==> src/rtl/bagman_pkg.sv <==
// Shared loader state encoding and ROM/PROM address map for the Bagman ROM loader.
package bagman_pkg;

  typedef enum logic [2:0] {
    ST_IDLE,
    ST_LOAD,
    ST_CHECK,
    ST_SETTLE,
    ST_RUN,
    ST_FAIL
  } loader_state_t;

  localparam int REGION_CPU    = 0;
  localparam int REGION_GFX    = 1;
  localparam int REGION_SPEECH = 2;
  localparam int REGION_PROM   = 3;
  localparam int NUM_REGIONS   = 4;

  localparam logic [16:0] CPU_BASE     = 17'h00000;
  localparam logic [16:0] CPU_LIMIT    = 17'h05FFF;
  localparam logic [16:0] GFX_BASE     = 17'h06000;
  localparam logic [16:0] GFX_LIMIT    = 17'h0DFFF;
  localparam logic [16:0] SPEECH_BASE  = 17'h0E000;
  localparam logic [16:0] SPEECH_LIMIT = 17'h0FFFF;
  localparam logic [16:0] PROM_BASE    = 17'h10000;
  localparam logic [16:0] PROM_LIMIT   = 17'h1003F;

  function automatic logic in_range(input logic [16:0] a, input logic [16:0] lo,
                                    input logic [16:0] hi);
    return (a >= lo) && (a <= hi);
  endfunction

endpackage

==> src/rtl/bagman_region_decode.sv <==
// Byte address to one-hot region select; unmapped addresses select nothing.
module bagman_region_decode
  import bagman_pkg::*;
(
  input  logic [16:0]            addr_i,
  output logic [NUM_REGIONS-1:0] sel_o
);

  always_comb begin
    sel_o = '0;
    if (in_range(addr_i, CPU_BASE, CPU_LIMIT))       sel_o[REGION_CPU]    = 1'b1;
    if (in_range(addr_i, GFX_BASE, GFX_LIMIT))       sel_o[REGION_GFX]    = 1'b1;
    if (in_range(addr_i, SPEECH_BASE, SPEECH_LIMIT)) sel_o[REGION_SPEECH] = 1'b1;
    if (in_range(addr_i, PROM_BASE, PROM_LIMIT))     sel_o[REGION_PROM]   = 1'b1;
  end

endmodule

==> src/rtl/bagman_rom_loader.sv <==
// Bagman ROM download sequencer and shared memory-port arbiter.
// Optional image checksum check: define BAGMAN_ROM_CHECKSUM_EN.
module bagman_rom_loader
  import bagman_pkg::*;
#(
  parameter logic [16:0] IMAGE_BYTES   = 17'h10040,
  parameter int          SETTLE_CYCLES = 16,
  parameter logic [15:0] IMAGE_SUM     = 16'h0000
)(
  input  logic        clk_sys,
  input  logic        reset_n,
  input  logic        dn_download,
  input  logic        dn_wr,
  input  logic [16:0] dn_addr,
  input  logic [7:0]  dn_data,
  output logic        core_reset,
  output logic        rom_ok,
  output logic [16:0] mem_addr,
  output logic [7:0]  mem_wdata,
  output logic        mem_we,
  output logic [3:0]  mem_sel,
  input  logic [7:0]  mem_rdata,
  input  logic        cpu_rd_req,
  input  logic [16:0] cpu_rd_addr,
  output logic        cpu_rd_ack,
  output logic        cpu_rd_valid,
  output logic [7:0]  cpu_rd_data
);

  localparam logic [17:0] IMG_LEN = {1'b0, IMAGE_BYTES};
  localparam int SW = (SETTLE_CYCLES > 1) ? $clog2(SETTLE_CYCLES) : 1;
  localparam logic [SW-1:0] SETTLE_LAST = SW'(SETTLE_CYCLES - 1);

  loader_state_t state_q, state_d;
  logic          dl_q, dl_prev_q;
  logic [17:0]   count_q, count_d;
  logic          err_q, err_d;
  logic [SW-1:0] settle_q, settle_d;
  logic          rom_ok_q, rom_ok_d;
  logic          core_reset_q;
  logic [16:0]   mem_addr_q, mem_addr_d;
  logic [7:0]    mem_wdata_q, mem_wdata_d;
  logic          mem_we_q, mem_we_d;
  logic [3:0]    mem_sel_q, mem_sel_d;
  logic          rd_pend_q, rd_valid_q;

  logic        dl_rise, dl_fall, load_start;
  logic        wr_ld, wr_bad, rd_ack, sum_ok;
  logic [16:0] dec_addr;
  logic [3:0]  dec_sel;

  assign dl_rise    = dl_q & ~dl_prev_q;
  assign dl_fall    = ~dl_q & dl_prev_q;
  assign load_start = dl_rise &&
                      (state_q == ST_IDLE || state_q == ST_RUN || state_q == ST_FAIL);
  assign wr_ld      = (state_q == ST_LOAD) && dn_wr;
  assign wr_bad     = ({1'b0, dn_addr} != count_q) || (count_q >= IMG_LEN);
  assign rd_ack     = (state_q == ST_RUN) && cpu_rd_req;

  // One decoder serves both paths: writes only happen in LOAD, reads only in RUN.
  assign dec_addr = (state_q == ST_LOAD) ? dn_addr : cpu_rd_addr;

  bagman_region_decode u_decode (
    .addr_i (dec_addr),
    .sel_o  (dec_sel)
  );

`ifdef BAGMAN_ROM_CHECKSUM_EN
  logic [15:0] sum_q, sum_d;

  always_comb begin
    sum_d = sum_q;
    if (load_start)            sum_d = '0;
    else if (wr_ld && !wr_bad) sum_d = sum_q + {8'h00, dn_data};
  end

  always_ff @(posedge clk_sys or negedge reset_n) begin
    if (!reset_n) sum_q <= '0;
    else          sum_q <= sum_d;
  end

  assign sum_ok = (sum_q == IMAGE_SUM);
`else
  logic unused_sum;
  assign unused_sum = ^IMAGE_SUM;
  assign sum_ok     = 1'b1;
`endif

  always_comb begin
    state_d  = state_q;
    count_d  = count_q;
    err_d    = err_q;
    settle_d = settle_q;
    rom_ok_d = rom_ok_q;
    unique case (state_q)
      ST_IDLE, ST_RUN, ST_FAIL: begin
        if (load_start) begin
          state_d  = ST_LOAD;
          count_d  = '0;
          err_d    = 1'b0;
          rom_ok_d = 1'b0;
        end
      end
      ST_LOAD: begin
        if (wr_ld) begin
          if (wr_bad) err_d   = 1'b1;
          else        count_d = count_q + 18'd1;
        end
        if (dl_fall) state_d = ST_CHECK;
      end
      ST_CHECK: begin
        if (count_q == IMG_LEN && !err_q && sum_ok) begin
          state_d  = ST_SETTLE;
          settle_d = SETTLE_LAST;
        end else begin
          state_d = ST_FAIL;
        end
      end
      ST_SETTLE: begin
        if (settle_q == '0) begin
          state_d  = ST_RUN;
          rom_ok_d = 1'b1;
        end else begin
          settle_d = settle_q - SW'(1);
        end
      end
      default: state_d = ST_IDLE;
    endcase
  end

  // Port keeps its last address/select when idle; only mem_we is pulsed.
  always_comb begin
    mem_addr_d  = mem_addr_q;
    mem_wdata_d = mem_wdata_q;
    mem_sel_d   = mem_sel_q;
    mem_we_d    = 1'b0;
    if (wr_ld) begin
      mem_addr_d  = dn_addr;
      mem_wdata_d = dn_data;
      mem_sel_d   = dec_sel;
      mem_we_d    = !wr_bad;
    end else if (rd_ack) begin
      mem_addr_d = cpu_rd_addr;
      mem_sel_d  = dec_sel;
    end
  end

  // dl_q/dl_prev_q reset high so a download already running at reset release is not taken as a new edge.
  always_ff @(posedge clk_sys or negedge reset_n) begin
    if (!reset_n) begin
      state_q      <= ST_IDLE;
      dl_q         <= 1'b1;
      dl_prev_q    <= 1'b1;
      count_q      <= '0;
      err_q        <= 1'b0;
      settle_q     <= '0;
      rom_ok_q     <= 1'b0;
      core_reset_q <= 1'b1;
      mem_addr_q   <= '0;
      mem_wdata_q  <= '0;
      mem_we_q     <= 1'b0;
      mem_sel_q    <= '0;
      rd_pend_q    <= 1'b0;
      rd_valid_q   <= 1'b0;
    end else begin
      state_q      <= state_d;
      dl_q         <= dn_download;
      dl_prev_q    <= dl_q;
      count_q      <= count_d;
      err_q        <= err_d;
      settle_q     <= settle_d;
      rom_ok_q     <= rom_ok_d;
      core_reset_q <= (state_d != ST_RUN);
      mem_addr_q   <= mem_addr_d;
      mem_wdata_q  <= mem_wdata_d;
      mem_we_q     <= mem_we_d;
      mem_sel_q    <= mem_sel_d;
      rd_pend_q    <= rd_ack;
      rd_valid_q   <= rd_pend_q;
    end
  end

  assign core_reset   = core_reset_q;
  assign rom_ok       = rom_ok_q;
  assign mem_addr     = mem_addr_q;
  assign mem_wdata    = mem_wdata_q;
  assign mem_we       = mem_we_q;
  assign mem_sel      = mem_sel_q;
  assign cpu_rd_ack   = rd_ack;
  assign cpu_rd_valid = rd_valid_q;
  assign cpu_rd_data  = mem_rdata;

endmodule

==> config.mk <==
export PLATFORM = sky130hd
export DESIGN_NAME = bagman_rom_loader
export DESIGN_NICKNAME = d
export VERILOG_FILES = /design/src/rtl/bagman_pkg.sv /design/src/rtl/bagman_region_decode.sv /design/src/rtl/bagman_rom_loader.sv
export SDC_FILE = /design/constraint.sdc
export NUM_CORES = 1
export LEC_CHECK = 0
export ABC_AREA = 0
export BUFFER_PORTS_ARGS = -buffer_cell sky130_fd_sc_hd__buf_2
export CORE_MARGIN = 10
export CORE_UTILIZATION = 50
export DETAILED_ROUTE_END_ITERATION = 8
export PLACE_DENSITY_LB_ADDON = 0.12
export SETUP_SLACK_MARGIN = 0.3
export SLEW_MARGIN = 10
export SYNTH_ARGS = -nofsm -noshare
export SYNTH_HDL_FRONTEND = slang
export SYNTH_SLANG_ARGS = --single-unit
==> constraint.sdc <==
create_clock -name clk_sys -period 2.85 [get_ports clk_sys]
set_clock_uncertainty 0.2 [all_clocks]
set_input_delay 0.57 -clock clk_sys [delete_from_list [all_inputs] [get_ports clk_sys]]
set_output_delay 0.57 -clock clk_sys [all_outputs]
set_load 0.02 [all_outputs]
==> run summary <==
In the final layout, flip-flops and latches occupy 1564 um2. In this run the worst setup path begins at count_q[9]. Each instance of the synthesized netlist takes up on average 9.388 um2.

The largest fanout on the critical path works out to 7. Total buffers and inverters traversed by the critical path: 1. Amount of wire on met2 after detailed routing: 4610 um.

The run gives 7176 um as the detailed placer's ending HPWL. For the final-report hold violation count, the log shows 0. In this run the power density over the cells is 865.1 nW/um2.

Number of antenna violations at the first check in global routing: 0. Routed signal wires occupy layers up through met4. The logs give 1715 um2 for the area of the multi-input gates and 0 for the remaining number of nets flagged by the antenna check after routing. Max-cap violations in this run came to 0. In the post-synthesis netlist, the biggest area contributors are sky130_fd_sc_hd__dfrtp_1, sky130_fd_sc_hd__nand2_1, sky130_fd_sc_hd__mux2i_1, sky130_fd_sc_hd__xnor2_1, sky130_fd_sc_hd__o21ai_0. The worst setup path is launched from a flop.

In the final layout, the share of cells above drive strength 1 is 34.72%. The number of detailed-routing iterations run before antenna repair is 4. The number of instances in the synthesized netlist was 354; the die height was 101.5 um. The launching point of the worst reg2reg path is count_q[9]. The run gives 0 as the residual overflow from global routing. The area of the die is 10310 um2, and the count of cell types in the netlist is 47. The leakage power figure is 1.972 nW, and the summed area of non-filler cells in the final layout is 4274 um2.

Entering global routing, the biggest net connects 32 pins. The core region is 6386 um2. The count of buffers added on input and output ports is 80.

TritonCTS built the clock tree. The diode insertion count for antenna repair was 0; the sequential-to-total area share from yosys stat was 46.80%. Count of yosys warnings during synthesis: 0. Number of pins exceeding their max-slew limit in the final report: 0.

The largest incremental delay on the critical path is 0.58 ns, and the buffer levels on the longest clock path is 2. Setup violations remaining at the end of the flow were counted as 0. The die is 101.5 um wide. After the last flow step, the layout net total stands at 511. Clock-pin slew was measured on the worst setup and hold paths at 0.08 ns.

The congestion estimate from routability-driven global placement came to 0.8545. The run gives 9 as the number of buffers created by CTS. The TritonCTS sink count is 62, and the peak supply drop is 0.0005859 V. The area share of the leading cell type in the synthesized netlist came out at 44.43%. Summing all placed instances gives a cell area of 3855 um2.

In the routed layout, each cell is associated on average with a via count of 5.716. For the worst-skew pair, the clock arrives at the later sink with an insertion delay of 0.35 ns. On the critical path the largest part of the delay comes from simple AND/OR/NAND/NOR gates. STA classifies the critical path endpoint as a flop. The logs give 97 for the I/O pin count and 54.69% for the tightest slew margin relative to the limit. The post-cts hold buffer count came out at 0.

The count of flip-flops with a built-in enable after synthesis is 0, and the worst path required time is 2.91 ns. For this run, the leading register cell type out of synthesis is sky130_fd_sc_hd__dfrtp_1. From synthesis to final layout, the design area changed by 28.61%. The worst hold path class was input port to async pin. After filler insertion, the fill cell instance count of the layout stands at 542. The synthesized netlist net count was 412. Setup repair after global routing could not meet its margin everywhere. For the pin with the worst max-slew slack, the measured transition is 0.6797 ns.

After detailed routing, the met3 layer carries 799 um of wire. Hold is met by 0.05295 ns. The tools report the clock tree root buffer cell as sky130_fd_sc_hd__clkbuf_8.

Type of the worst setup path: flop to flop. In the final timing run, aggregate negative setup slack is 0 ns. The DRC marker count from the first detailed-route iteration was 207.

For the via count of the first global-routing pass, the log shows 3098. The run gives 3323 um2 as the netlist area before placement. Wires add up to 9711 um. The H-tree generated during clock tree synthesis spans 3 levels. The critical path goes through xnor2_2 -> nand3_1 -> or4_4 -> o32a_4 -> buf_6 -> or3_4 -> a21oi_2. The slowest stage cell on the critical path is sky130_fd_sc_hd__or4_4. In the synthesized netlist the async set-or-reset flop fraction comes to 100.0%.

Sorting the synthesized cells by how often they occur yields sky130_fd_sc_hd__nand2_1, sky130_fd_sc_hd__dfrtp_1, sky130_fd_sc_hd__o21ai_0. The first global-routing pass estimated 15700 um of wire. Starting density of the core: 52.04%.

The run finished with clean final reports. For the worst setup path, the data arrival time is 2.70 ns. The average detailed-routed wire length per instance is 18.15 um, and the row count is 29.

The shortest clock period the worst path allows after layout is 2.644 ns, and the flip-flop and latch count after synthesis is 62. The routed layout has 3058 vias. Global routing consumed, over all layers together, 19.07% of the routing resources. The tools report the post-detailed-route DRC marker count as 0.

sky130_fd_sc_hd__dfrtp_1 takes more of the synthesized area than any other cell. In the post-synthesis netlist, the cell with the most instances is sky130_fd_sc_hd__nand2_1. In the finished design, the share of the clock period the worst path needs comes to 92.79%.

The highest clock frequency the design can meet was 378.1 MHz. For this block, wires on met1 add up to 4118 um.
[where the power goes]
part / leakage [nW] / internal (W) / switching, W / total (W)
sequential: 0.794 / 0.00113 / 0.000131 / 0.00126
combinational: 1.07 / 0.000604 / 0.000973 / 0.00158
clock: 0.110 / 0.000514 / 0.000348 / 0.000862
[metal layers]
metal	vias up	track usage [%]
met4	0	7.181
met5	-	0
li1	1450	-
met2	108	29.44
met1	1480	24.07
met3	20	6.603
[kinds of logic after synthesis]
kind of cell             share of synthesized area [%]
XOR/XNOR                                         5.271
AND/OR/NAND/NOR                                  23.38
adder cells (fa/ha/maj)                          1.130
multiplexers                                     5.760
buffers and inverters                            5.233
flip-flops                                       46.80
AO/OA/AOI/OAI                                    12.42
[through the flow]
step / total power, W / utilization, % / cells / worst slack (ns)
2_1_floorplan: 0.002246 / - / 354 / 0.2960
3_3_place_gp: 0.002744 / 60.36 / 508 / 0.007825
3_5_place_dp: 0.002777 / 60.36 / 508 / -0.07870
4_1_cts: 0.003691 / 65.34 / 532 / 0.2727
5_1_grt: 0.003938 / 66.93 / 535 / 0.1188
6_report: 0.003698 / 66.93 / 535 / 0.2055
[path summary, 6_finish.rpt]
check | endpoint | slack (ns) | depth (start not counted)
min in group clk_sys | dl_q | 0.12 | 1
setup reg to reg | count_q[7] | 0.21 | 7
hold / removal | settle_q[2] | 0.05 | 1
setup / recovery | count_q[7] | 0.21 | 7
max in group asynchronous | dl_q | 1.65 | 2
hold reg to reg | cpu_rd_valid | 0.15 | 0
[layout by cell type (no fill, tap or decap), types with 4 or more instances in the layout]
cell	n
sky130_fd_sc_hd__buf_2	80
sky130_fd_sc_hd__nand2_1	60
sky130_fd_sc_hd__dfrtp_1	52
sky130_fd_sc_hd__buf_4	28
sky130_fd_sc_hd__o21ai_0	27
sky130_fd_sc_hd__mux2i_1	18
sky130_fd_sc_hd__a21oi_1	12
sky130_fd_sc_hd__inv_1	11
sky130_fd_sc_hd__nor2_1	11
sky130_fd_sc_hd__nor3_1	11
sky130_fd_sc_hd__xnor2_1	11
sky130_fd_sc_hd__nand3_1	10
sky130_fd_sc_hd__nand4_1	10
sky130_fd_sc_hd__clkbuf_8	10
sky130_fd_sc_hd__or3_1	7
sky130_fd_sc_hd__dfrtp_2	7
sky130_fd_sc_hd__xnor2_2	6
sky130_fd_sc_hd__and2_1	5
sky130_fd_sc_hd__and3_1	5
sky130_fd_sc_hd__nand2b_1	4
sky130_fd_sc_hd__nor4_1	4
sky130_fd_sc_hd__a21oi_2	4
[repair_timing]
item	in CTS	in global routing
resized for setup	12	15
pin swaps	14	9
gates cloned	1	0
endpoints found under the setup margin	4	15
buffers inserted	7	3
[sequential cells by signal (all words and copies together) (netlist names)]
name,flops
count_q,18
mem_addr,17
mem_wdata,8
mem_sel,4
settle_q,4
state_q,3
core_reset,1
cpu_rd_valid,1
dl_prev_q,1
dl_q,1
err_q,1
mem_we,1
rd_pend_q,1
rom_ok,1
[layout make-up]
class | count | area share [%]
clock buffer | 12 | 3.396
clock inverter | 4 | 1.639
inverter | 11 | 0.9660
multi-input combinational | 259 | 40.13
sequential | 62 | 36.59
tap | 77 | 2.254
timing repair buffer | 110 | 15.02
Power figures use the tool's default switching activity.
